### src/rtl/bankedmem_pkg.sv
`default_nettype none
// ============================================================================
// Module      : bankedmem_pkg
// Description : Shared size encodings, controller state type and byte-lane
//               helpers for the banked data memory arbiter.
// Revision    : 1.0  initial release
// ============================================================================
package bankedmem_pkg;

    localparam logic [1:0] SZ_BYTE = 2'b00;
    localparam logic [1:0] SZ_HALF = 2'b01;
    localparam logic [1:0] SZ_WORD = 2'b10;
    localparam logic [1:0] SZ_BAD  = 2'b11;

    typedef enum logic [0:0] {
        IDLE  = 1'b0,
        MERGE = 1'b1
    } state_e;

    // Replace the addressed lane(s) of an existing word with right-aligned store data.
    function automatic logic [31:0] lane_merge(
        input logic [31:0] old_word,
        input logic [31:0] wdata,
        input logic [1:0]  off,
        input logic [1:0]  size
    );
        logic [31:0] mask;
        logic [31:0] data;
        mask = '0;
        data = '0;
        case (size)
            SZ_BYTE: begin
                mask = 32'h0000_00FF << {off, 3'b000};
                data = {24'h0, wdata[7:0]} << {off, 3'b000};
            end
            SZ_HALF: begin
                mask = 32'h0000_FFFF << {off[1], 4'b0000};
                data = {16'h0, wdata[15:0]} << {off[1], 4'b0000};
            end
            default: begin
                mask = 32'hFFFF_FFFF;
                data = wdata;
            end
        endcase
        return (old_word & ~mask) | data;
    endfunction

    // Shift the addressed lane(s) down to bit 0 and zero-extend.
    function automatic logic [31:0] lane_extract(
        input logic [31:0] word,
        input logic [1:0]  off,
        input logic [1:0]  size
    );
        logic [31:0] byte_sh;
        logic [31:0] half_sh;
        byte_sh = word >> {off, 3'b000};
        half_sh = word >> {off[1], 4'b0000};
        case (size)
            SZ_BYTE: return {24'h0, byte_sh[7:0]};
            SZ_HALF: return {16'h0, half_sh[15:0]};
            default: return word;
        endcase
    endfunction

endpackage
`default_nettype wire

### src/rtl/bankedmem_rr2.sv
`default_nettype none
// ============================================================================
// Module      : bankedmem_rr2
// Description : Two-way round-robin grant picker with fixed-priority
//               (port B wins) override when RR_EN is 0.
// Revision    : 1.0  initial release
// ============================================================================
module bankedmem_rr2 #(
    parameter int unsigned RR_EN = 1
) (
    input  logic clk,
    input  logic rst_n,
    input  logic i_en,
    input  logic i_req_a,
    input  logic i_req_b,
    output logic o_gnt_a,
    output logic o_gnt_b
);

    logic prefer_b_q;
    logic prefer_b_d;
    logic gnt_a;
    logic gnt_b;

    always_comb begin
        gnt_a      = 1'b0;
        gnt_b      = 1'b0;
        prefer_b_d = prefer_b_q;
        if (i_en) begin
            if (i_req_a && i_req_b) begin
                if ((RR_EN != 0) && !prefer_b_q) begin
                    gnt_a = 1'b1;
                end else begin
                    gnt_b = 1'b1;
                end
            end else begin
                gnt_a = i_req_a;
                gnt_b = i_req_b;
            end
            // The side just served loses the next contention.
            if (gnt_a) begin
                prefer_b_d = 1'b1;
            end else if (gnt_b) begin
                prefer_b_d = 1'b0;
            end
        end
    end

    always_ff @(posedge clk or negedge rst_n) begin
        if (!rst_n) begin
            prefer_b_q <= 1'b0;
        end else begin
            prefer_b_q <= prefer_b_d;
        end
    end

    assign o_gnt_a = gnt_a;
    assign o_gnt_b = gnt_b;

endmodule
`default_nettype wire

### src/rtl/bankedmem_arbiter.sv
`default_nettype none
// ============================================================================
// Module      : bankedmem_arbiter
// Description : Fetch/data two-port arbiter in front of a word-wide banked
//               memory, with read-modify-write for sub-word stores.
// Revision    : 1.0  initial release
// ============================================================================
module bankedmem_arbiter #(
    parameter int unsigned IDX_W = 10,
    parameter int unsigned RR_EN = 1
) (
    input  logic        clk,
    input  logic        rst_n,
    input  logic        a_req,
    input  logic [31:0] a_addr,
    output logic        a_gnt,
    output logic        a_rvalid,
    output logic [31:0] a_rdata,
    output logic        a_err,
    input  logic        b_req,
    input  logic        b_we,
    input  logic [1:0]  b_size,
    input  logic [31:0] b_addr,
    input  logic [31:0] b_wdata,
    output logic        b_gnt,
    output logic        b_rvalid,
    output logic [31:0] b_rdata,
    output logic        b_err,
    output logic        mem_writeEn,
    output logic [31:0] mem_address,
    output logic [31:0] mem_writeData,
    input  logic [31:0] mem_readData
);

    import bankedmem_pkg::*;

    localparam logic [32:0] ADDR_LIMIT = 33'd4 << IDX_W;

    state_e      state_q,       state_d;
    logic [31:0] merge_addr_q,  merge_addr_d;
    logic [31:0] merge_old_q,   merge_old_d;
    logic [31:0] merge_wdata_q, merge_wdata_d;
    logic [1:0]  merge_off_q,   merge_off_d;
    logic [1:0]  merge_size_q,  merge_size_d;
    logic        a_rvalid_q,    a_rvalid_d;
    logic [31:0] a_rdata_q,     a_rdata_d;
    logic        a_err_q,       a_err_d;
    logic        b_rvalid_q,    b_rvalid_d;
    logic [31:0] b_rdata_q,     b_rdata_d;
    logic        b_err_q,       b_err_d;

    logic        can_grant;
    logic        gnt_a;
    logic        gnt_b;
    logic        a_bad;
    logic        b_bad;
    logic        b_misaligned;

    // Grants are suppressed while reset is held so every output reads 0.
    assign can_grant = (state_q == IDLE) && rst_n;

    bankedmem_rr2 #(
        .RR_EN (RR_EN)
    ) u_rr2 (
        .clk     (clk),
        .rst_n   (rst_n),
        .i_en    (can_grant),
        .i_req_a (a_req),
        .i_req_b (b_req),
        .o_gnt_a (gnt_a),
        .o_gnt_b (gnt_b)
    );

    assign a_bad = (a_addr[1:0] != 2'b00) || ({1'b0, a_addr} >= ADDR_LIMIT);

    assign b_misaligned = (b_size == SZ_BAD)
                       || ((b_size == SZ_HALF) && b_addr[0])
                       || ((b_size == SZ_WORD) && (b_addr[1:0] != 2'b00));
    assign b_bad = b_misaligned || ({1'b0, b_addr} >= ADDR_LIMIT);

    always_comb begin
        state_d       = state_q;
        merge_addr_d  = merge_addr_q;
        merge_old_d   = merge_old_q;
        merge_wdata_d = merge_wdata_q;
        merge_off_d   = merge_off_q;
        merge_size_d  = merge_size_q;
        a_rvalid_d    = 1'b0;
        a_rdata_d     = '0;
        a_err_d       = 1'b0;
        b_rvalid_d    = 1'b0;
        b_rdata_d     = '0;
        b_err_d       = 1'b0;
        mem_writeEn   = 1'b0;
        mem_address   = '0;
        mem_writeData = '0;

        case (state_q)
            IDLE: begin
                if (gnt_a) begin
                    a_rvalid_d = 1'b1;
                    a_err_d    = a_bad;
                    if (!a_bad) begin
                        mem_address = {a_addr[31:2], 2'b00};
                        a_rdata_d   = mem_readData;
                    end
                end
                if (gnt_b) begin
                    if (b_bad) begin
                        b_rvalid_d = 1'b1;
                        b_err_d    = 1'b1;
                    end else begin
                        mem_address = {b_addr[31:2], 2'b00};
                        if (!b_we) begin
                            b_rvalid_d = 1'b1;
                            b_rdata_d  = lane_extract(mem_readData, b_addr[1:0], b_size);
                        end else if (b_size == SZ_WORD) begin
                            b_rvalid_d    = 1'b1;
                            mem_writeEn   = 1'b1;
                            mem_writeData = b_wdata;
                        end else begin
                            // Sub-word store: snapshot the old word, write it back next cycle.
                            merge_addr_d  = {b_addr[31:2], 2'b00};
                            merge_old_d   = mem_readData;
                            merge_wdata_d = b_wdata;
                            merge_off_d   = b_addr[1:0];
                            merge_size_d  = b_size;
                            state_d       = MERGE;
                        end
                    end
                end
            end
            MERGE: begin
                mem_address   = merge_addr_q;
                mem_writeEn   = 1'b1;
                mem_writeData = lane_merge(merge_old_q, merge_wdata_q, merge_off_q, merge_size_q);
                b_rvalid_d    = 1'b1;
                state_d       = IDLE;
            end
            default: begin
                state_d = IDLE;
            end
        endcase
    end

    always_ff @(posedge clk or negedge rst_n) begin
        if (!rst_n) begin
            state_q       <= IDLE;
            merge_addr_q  <= '0;
            merge_old_q   <= '0;
            merge_wdata_q <= '0;
            merge_off_q   <= '0;
            merge_size_q  <= '0;
            a_rvalid_q    <= 1'b0;
            a_rdata_q     <= '0;
            a_err_q       <= 1'b0;
            b_rvalid_q    <= 1'b0;
            b_rdata_q     <= '0;
            b_err_q       <= 1'b0;
        end else begin
            state_q       <= state_d;
            merge_addr_q  <= merge_addr_d;
            merge_old_q   <= merge_old_d;
            merge_wdata_q <= merge_wdata_d;
            merge_off_q   <= merge_off_d;
            merge_size_q  <= merge_size_d;
            a_rvalid_q    <= a_rvalid_d;
            a_rdata_q     <= a_rdata_d;
            a_err_q       <= a_err_d;
            b_rvalid_q    <= b_rvalid_d;
            b_rdata_q     <= b_rdata_d;
            b_err_q       <= b_err_d;
        end
    end

    assign a_gnt    = gnt_a;
    assign b_gnt    = gnt_b;
    assign a_rvalid = a_rvalid_q;
    assign a_rdata  = a_rdata_q;
    assign a_err    = a_err_q;
    assign b_rvalid = b_rvalid_q;
    assign b_rdata  = b_rdata_q;
    assign b_err    = b_err_q;

endmodule
`default_nettype wire

### config.mk
export PLATFORM = sky130hd
export DESIGN_NAME = bankedmem_arbiter
export DESIGN_NICKNAME = d
export VERILOG_FILES = /design/src/rtl/bankedmem_pkg.sv /design/src/rtl/bankedmem_rr2.sv /design/src/rtl/bankedmem_arbiter.sv
export SDC_FILE = /design/constraint.sdc
export NUM_CORES = 1
export LEC_CHECK = 0
export BUFFER_PORTS_ARGS = -buffer_cell sky130_fd_sc_hd__buf_4
export CAP_MARGIN = 20
export CORE_ASPECT_RATIO = 0.75
export CORE_UTILIZATION = 25
export DETAILED_ROUTE_END_ITERATION = 8
export PLACE_DENSITY = 0.47
export SYNTH_ARGS = -nofsm -noshare
export SYNTH_HDL_FRONTEND = slang
export SYNTH_SLANG_ARGS = --single-unit
### constraint.sdc
create_clock -name clk -period 2 [get_ports clk]
set_input_delay 0.1 -clock clk [delete_from_list [all_inputs] [get_ports clk]]
set_output_delay 0.1 -clock clk [all_outputs]
set_load 0.02 [all_outputs]
==> qor.csv, run 1 <==
stage,metric,value,unit
status,status,finished with violations,
status,failing checks,"DRC, setup timing",
route,via/cell ratio,4.72,
clocking,CTS Sinks,168,
place,DP Wirelength,20400,µm
setup_path,Worst Path Arrival,2150,ps
synth,Yosys cell types,51,
pwr,Total Power,7580,µW
setup_path,worst path required time,1900,ps
global_route,initial antenna violation count,0,
global_route,Overflow after GRT,0,
clocking,maximum clock path buffer count,2,
route,DRT Pass-1 Iters,7,
global_route,pin count of the biggest net entering global routing,122,
synth,Main synth FF type,dfrtp_1,
finish,area delta synth->final,66.0,%
synth,mean post-synth cell area,11.8,µm²
timing,Hold Slack,25.9,ps
place,GP Congestion,0.799,
global_route,vias in the first global route,7212,
synth,most common cell in the netlist,dfrtp_1,
synth,async set-reset flop share out of synthesis,1.00,
floorplan,row count,55,
global_route,first-pass GRT wire length,44200,µm
route,wire length per cell,20.9,µm
finish,ANT cells,0,
synth,synthesized instance count,663,
timing,max frequency,444,MHz
finish,Fill cells,2897,
clocking,clock transition at the registers of the reported paths,70,ps
pwr,clock share of power,0.455,
synth,cell taking the most area after synthesis,dfrtp_1,
timing,final period demand of the worst path,2250,ps
synth,Synth area leaders,"dfrtp_1 54%, mux2_2 11%, and2_1 5.0%, a22o_1 4.4%, a221o_1 4.1%",
flow_run,# Max-Cap Violations,0,
pwr,pwr/cell area,584,nW/µm²
floorplan,Die W,206,µm
floorplan,Initial Util,0.257,
finish,area of the multi-input gates,3760,µm²
floorplan,Core Box Area,30500,µm²
clocking,CTS tree,built,
clocking,CTS Buf Count,17,
route,Post-DRT Antenna Nets,0,
setup_path,crit end category,primary output,
global_route,GRT Overall Usage,0.187,
pwr,Lkg Pwr,0.00644,µW
place,Port Buf Inserts,267,
floorplan,I/O pins,270,
setup_path,CP max FO,8,
synth,Synth Register Bits,168,
timing,relative slew slack,0.512,
worst_hold_path,Hold Crit Class,input port to register,
clocking,# H-tree levels,4,
clocking,clock root cell,clkbuf_16,
timing,fin crit share,1.13,
pwr,cell internal pwr,5730,µW
timing,RSZ-0062 raised after global routing,yes,
pwr,VDD IR-drop max,0.544,mV
clocking,clock latency on the worst-skew pair,430,ps
route,Routed WL,30600,µm
pwr,P_sw,1850,µW
finish,share of cells above drive strength 1,0.460,
timing,post-route setup slack,-251,ps
pwr,Comb pwr share,0.095,
timing,"Hold Violations, Final",0,
setup_path,CP startpoint kind,register,
floorplan,die height,155,µm
finish,Non-Filler Instances,1463,
pwr,sequential group share of total power,0.450,
route,DRC,30,
timing,max-slew violation count,0,
route,detailed-route via count,6902,
synth,top cell type's share of synthesized area,0.538,
synth,number of synthesis warnings,0,
finish,register area,4210,µm²
finish,final instance area,13000,µm²
synth,Post-Syn Area,7820,µm²
synth,number of synthesized flops with an enable pin,0,
timing,clock skew,10.2,ps
setup_path,critical setup path kind,register to primary output,
synth,"Seq/Total Area, Yosys",0.538,
pwr,Switching Fraction,0.244,
synth,Post-synth top cells,"168 x dfrtp_1, 76 x mux2_2, 62 x and2_1, 39 x a22o_1, 39 x nand2_1",
timing,Final setup viols,95,
place,Placed Instances,1323,
floorplan,full die area,32000,µm²
route,violation count after the first detailed-route iteration,392,
place,placed cell area,10600,µm²
timing,setup TNS,-8420,ps
timing,Worst-Margin Slew,732,ps
finish,Nets,1186,
-- cells in the final DEF (no fill, tap or decap), types with 4 or more instances in the layout --
master | Yosys | layout
a21o_1 | 8 | 7
mux2_2 | 76 | 11
a22oi_1 | 8 | 8
clkbuf_16 | 0 | 24
a22o_1 | 39 | 39
buf_6 | 0 | 57
o21a_1 | 9 | 9
buf_8 | 0 | 5
nand3b_1 | 10 | 10
mux2_4 | 0 | 71
a211oi_2 | 0 | 6
dfrtp_1 | 168 | 165
dlygate4sd3_1 | 0 | 77
buf_12 | 0 | 8
inv_6 | 0 | 5
nor4_4 | 1 | 4
nor2_1 | 9 | 9
nand2_1 | 39 | 39
buf_4 | 4 | 264
a21oi_1 | 23 | 22
nor4_1 | 11 | 9
and3_1 | 16 | 16
a221o_1 | 32 | 32
inv_1 | 14 | 13
nor2b_1 | 24 | 24
and2_1 | 62 | 62
a222oi_1 | 7 | 7
-- worst paths after layout --
| kind | cells after the start | startpoint | slack, ps | end |
|---|---|---|---|---|
| setup / recovery | 6 | merge_off_q[1]$_DFFE_PN0P_ | -250 | mem_writeData[9] |
| hold / removal | 3 | b_req | 30 | a_err$_DFF_PN0_ |
| setup reg to reg | 8 | state_q$_DFF_PN0_ | -50 | merge_wdata_q[2]$_DFFE_PN0P_ |
| hold reg to reg | 1 | merge_addr_q[17]$_DFFE_PN0P_ | 490 | merge_addr_q[17]$_DFFE_PN0P_ |
| max in group asynchronous | 3 | rst_n | 800 | merge_size_q[1]$_DFFE_PN0P_ |
| min in group asynchronous | 3 | rst_n | 560 | a_rdata[11]$_DFF_PN0_ |
-- per-stage QoR --
step	setup WS [ps]	util
floorplan	10.8	-
finish	-251	0.426
global route	-363	0.426
detailed placement	-77.1	0.347
CTS	-261	0.410
global placement	-43.6	0.347
-- area by class of cell --
type,count,area share
clock buffers,21,0.0362
clock inverters,11,0.0104
inverters,14,0.00405
multi-input cells,429,0.289
flip-flops and latches,168,0.324
well taps,399,0.0384
repair buffers,421,0.298
-- timing repair --
| action | CTS | global route |
|---|---|---|
| hold endpoints to repair | 305 | 0 |
| hold buffers | 77 | 0 |
| pin swaps | 35 | 17 |
| gates resized for setup | 103 | 67 |
| setup endpoints to repair | 43 | 128 |
| gates cloned | 3 | 9 |
| setup buffers | 10 | 10 |
-- registers in the layout, summed over array words and instances (netlist names), 2 cells and up --
register / cells
merge_off_q: 2
merge_old_q: 32
merge_wdata_q: 32
merge_addr_q: 30
merge_size_q: 2
b_rdata: 32
a_rdata: 32
-- critical path: stages, from the launching register on --
cell	delay, ps
dfrtp_2	450
buf_4	150
nor4b_4	290
nor3_4	120
a221o_1	370
a22o_1	210
buf_6	130
-- power by group through the flow --
| stage | Clock [µW] | Sequential, µW | Combinational (µW) |
|---|---|---|---|
| after CTS | 3550 | 3410 | 723 |
| after global routing | 3690 | 3410 | 783 |
| after global placement | 0 | 3470 | 583 |
| after detailed placement | 0 | 3470 | 586 |
| after floorplan | 0 | 3490 | 135 |
| final | 3450 | 3410 | 718 |
-- routing by layer --
layer,track usage,share of wire
met1,0.257,0.47
met2,0.295,0.45
met3,0.0501,0.068
met4,0.0392,0.0081
met5,0,0
-- cells by family after synthesis --
family,share of synthesized area
and+or+nand+nor,0.149
DFF,0.538
AOI/OAI and AO/OA,0.155
muxes,0.122
buffers and inverters,0.0357
other,0.000479
Power figures use the tool's default switching activity.
==> inputs of run 2 (changes only) <==
--- a/config.mk
+++ b/config.mk
@@ -5,12 +5,13 @@
 export SDC_FILE = /design/constraint.sdc
 export NUM_CORES = 1
 export LEC_CHECK = 0
+export ABC_AREA = 1
 export BUFFER_PORTS_ARGS = -buffer_cell sky130_fd_sc_hd__buf_4
 export CAP_MARGIN = 20
 export CORE_ASPECT_RATIO = 0.75
 export CORE_UTILIZATION = 25
 export DETAILED_ROUTE_END_ITERATION = 8
-export PLACE_DENSITY = 0.47
+export PLACE_DENSITY = 0.46
 export SYNTH_ARGS = -nofsm -noshare
 export SYNTH_HDL_FRONTEND = slang
 export SYNTH_SLANG_ARGS = --single-unit
==> qor.csv, run 2 <==
stage,metric,value,unit,change
synth,Synth area leaders,"dfrtp_1 49%, nand2_1 17%, nand4_1 6.6%, inv_1 4.7%, nand3_1 4.1%",,"was dfrtp_1 54%, mux2_2 11%, and2_1 5.0%, a22o_1 4.4%, a221o_1 4.1%"
place,DP Wirelength,24500,µm,was 20400 µm
route,DRT Pass-1 Iters,5,,was 7
synth,"Seq/Total Area, Yosys",0.487,,was 0.538
pwr,pwr/cell area,560,nW/µm²,was 584 nW/µm²
synth,Yosys cell types,31,,was 51
finish,ANT cells,0,,unchanged
global_route,first-pass GRT wire length,54300,µm,was 44200 µm
floorplan,I/O pins,270,,unchanged
global_route,vias in the first global route,9238,,was 7212
route,DRC,0,,was 30
synth,mean post-synth cell area,7.44,µm²,was 11.8 µm²
synth,Post-Syn Area,8640,µm²,was 7820 µm²
floorplan,Die W,217,µm,was 206 µm
setup_path,cell mode on critical path,buf_6,,
setup_path,crit end category,primary output,,unchanged
finish,area delta synth->final,57.3,%,was 66.0%
route,violation count after the first detailed-route iteration,657,,was 392
global_route,GRT Overall Usage,0.203,,was 0.187
floorplan,row count,58,,was 55
worst_hold_path,Hold Crit Class,input port to register,,unchanged
clocking,clock root cell,clkbuf_16,,unchanged
finish,Nets,1649,,was 1186
timing,RSZ-0062 raised after global routing,yes,,unchanged
finish,most frequent cells in the layout,"355 x nand2_1, 269 x buf_4, 166 x dfrtp_1",,"was 264 x buf_4, 165 x dfrtp_1, 77 x dlygate4sd3_1"
clocking,clock latency on the worst-skew pair,450,ps,was 430 ps
synth,Post-synth top cells,"383 x nand2_1, 168 x dfrtp_1, 109 x inv_1, 91 x nand4_1, 87 x nor2_1",,"was 168 x dfrtp_1, 76 x mux2_2, 62 x and2_1, 39 x a22o_1, 39 x nand2_1"
timing,"Hold Violations, Final",0,,unchanged
setup_path,worst path required time,1900,ps,about the same
setup_path,CP startpoint kind,register,,unchanged
pwr,Lkg Pwr,0.00708,µW,was 0.00644 µW
place,Port Buf Inserts,267,,unchanged
floorplan,Core Box Area,33700,µm²,was 30500 µm²
status,status,finished with violations,,unchanged
timing,clock skew,14.2,ps,was 10.2 ps
setup_path,Worst Path Arrival,1920,ps,was 2150 ps
setup_path,Worst path max stage delay,420,ps,was 450 ps
floorplan,die height,163,µm,was 155 µm
route,via/cell ratio,4.76,,was 4.72
place,GP Congestion,0.865,,was 0.799
route,wire length per cell,18.3,µm,was 20.9 µm
setup_path,crit-path cells,nor2_4 > nand2_4 > nor3_4 > buf_6 > buf_12 > nand3_2 > o21ai_2 > buf_6,,was buf_4 > nor4b_4 > nor3_4 > a221o_1 > a22o_1 > buf_6
finish,Fill cells,3521,,was 2897
flow_run,# Max-Cap Violations,0,,unchanged
route,detailed-route via count,9410,,was 6902
timing,final period demand of the worst path,2020,ps,was 2250 ps
clocking,# H-tree levels,4,,unchanged
finish,share of cells above drive strength 1,0.327,,was 0.460
clocking,CTS tree,built,,unchanged
setup_path,CP max stage cell,dfrtp_2,,unchanged
global_route,initial antenna violation count,1,,was 0
worst_hold_path,hold depth,4,,was 3
timing,Worst-Margin Slew,776,ps,was 732 ps
timing,max-slew violation count,0,,unchanged
clocking,clock transition at the registers of the reported paths,80,ps,was 70 ps
finish,"commonest non-fill, non-tap cell in the layout",nand2_1,,was buf_4
setup_path,critical setup path kind,register to primary output,,unchanged
clocking,CTS Buf Count,17,,unchanged
timing,post-route setup slack,-24.5,ps,was -251 ps
clocking,maximum clock path buffer count,2,,unchanged
timing,relative slew slack,0.482,,was 0.512
synth,most common cell in the netlist,nand2_1,,was dfrtp_1
timing,fin crit share,1.01,,was 1.13
route,Routed WL,36200,µm,was 30600 µm
status,failing checks,setup timing,,"was DRC, setup timing"
timing,Hold Slack,136,ps,was 25.9 ps
global_route,Overflow after GRT,0,,unchanged
synth,synthesized instance count,1162,,was 663
synth,cell taking the most area after synthesis,dfrtp_1,,unchanged
setup_path,CP max FO,8,,unchanged
timing,max frequency,494,MHz,was 444 MHz
floorplan,full die area,35300,µm²,was 32000 µm²
timing,Final setup viols,10,,was 95
clocking,CTS Sinks,168,,unchanged
synth,Main synth FF type,dfrtp_1,,unchanged
setup_path,worst r2r path cells,10,,was 8
floorplan,Initial Util,0.256,,was 0.257
pwr,VDD IR-drop max,0.545,mV,was 0.544 mV
synth,number of synthesized flops with an enable pin,0,,unchanged
setup_path,R2R Setup Slk,210,ps,was -50 ps
synth,async set-reset flop share out of synthesis,1.00,,unchanged
route,Post-DRT Antenna Nets,0,,unchanged
finish,post-layout util,0.403,,was 0.426
synth,Synth Register Bits,168,,unchanged
synth,number of synthesis warnings,0,,unchanged
global_route,pin count of the biggest net entering global routing,109,,was 122
synth,top cell type's share of synthesized area,0.487,,was 0.538
-- run 2: cell type report --
class,instances,area (µm²),area share
clock buffers,17,425,0.0313
repair buffers,408,3620,0.266
inverters,134,514,0.0378
flip-flops and latches,168,4210,0.309
clock inverters,15,150,0.0110
multi-input cells,785,4110,0.303
well taps,450,563,0.0414
-- run 2: kinds of logic after synthesis --
| logic type | after synthesis | synth area share |
|---|---|---|
| and+or+nand+nor | 681 | 0.346 |
| buffers and inverters | 212 | 0.102 |
| DFF | 168 | 0.487 |
| AOI/OAI and AO/OA | 100 | 0.0652 |
| other | 1 | 0.000434 |
-- run 2: worst paths after layout --
path,startpoint,end
max,state_q$_DFF_PN0_,mem_writeData[1]
min,b_size[1],b_rdata[12]$_DFF_PN0_
max reg2reg,u_rr2.prefer_b_q$_DFFE_PN0P_,merge_old_q[13]$_DFFE_PN0P_
min reg2reg,merge_addr_q[12]$_DFFE_PN0P_,merge_addr_q[12]$_DFFE_PN0P_
max in group asynchronous,rst_n,b_rdata[25]$_DFF_PN0_
min in group asynchronous,rst_n,a_rdata[21]$_DFF_PN0_
-- run 2: routing by layer --
| layer | track usage | routed length, µm | vias to the layer above | share of wire |
|---|---|---|---|---|
| li1 | - | - | 4457 | - |
| met1 | 0.297 | 17600 | 4599 | 0.49 |
| met2 | 0.305 | 15800 | 331 | 0.44 |
| met3 | 0.0458 | 2440 | 23 | 0.068 |
| met4 | 0.0416 | 398 | 0 | 0.011 |
| met5 | 0 | 0 | - | 0 |
-- run 2: critical path: cells and delay by family (launching register included) --
kind                   cells  cell delay (ps)
DFF                        1              420
and+or+nand+nor            4              440
AOI/OAI and AO/OA          1              120
buffers and inverters      3              490
-- run 2: through the flow --
stage                     setup TNS (ps)  worst slack, ps  cells  total power, µW  cell area (µm²)
final                              -78.3            -24.5   1977             7620            13600
after floorplan                        0              263   1163             3700             8640
after CTS                           -876            -81.4   1966             7690            13200
after detailed placement               0             64.3   1839             4170            11200
after global routing               -3020             -129   1977             7910            13600
after global placement                 0             74.0   1839             4170            11200
-- run 2: timing repair --
item / CTS / global route
hold endpoints to repair: 277 / 0
resized for setup: 144 / 67
cloned: 3 / 3
pin swaps: 28 / 31
hold buffers: 79 / 0
endpoints found under the setup margin: 44 / 44
buffers inserted: 13 / 8
-- run 2: power by group --
part | switching [µW] | internal (µW)
Combinational | 492 | 401
Sequential | 3.22 | 3400
Clock | 1660 | 1660
Total | 2150 | 5460
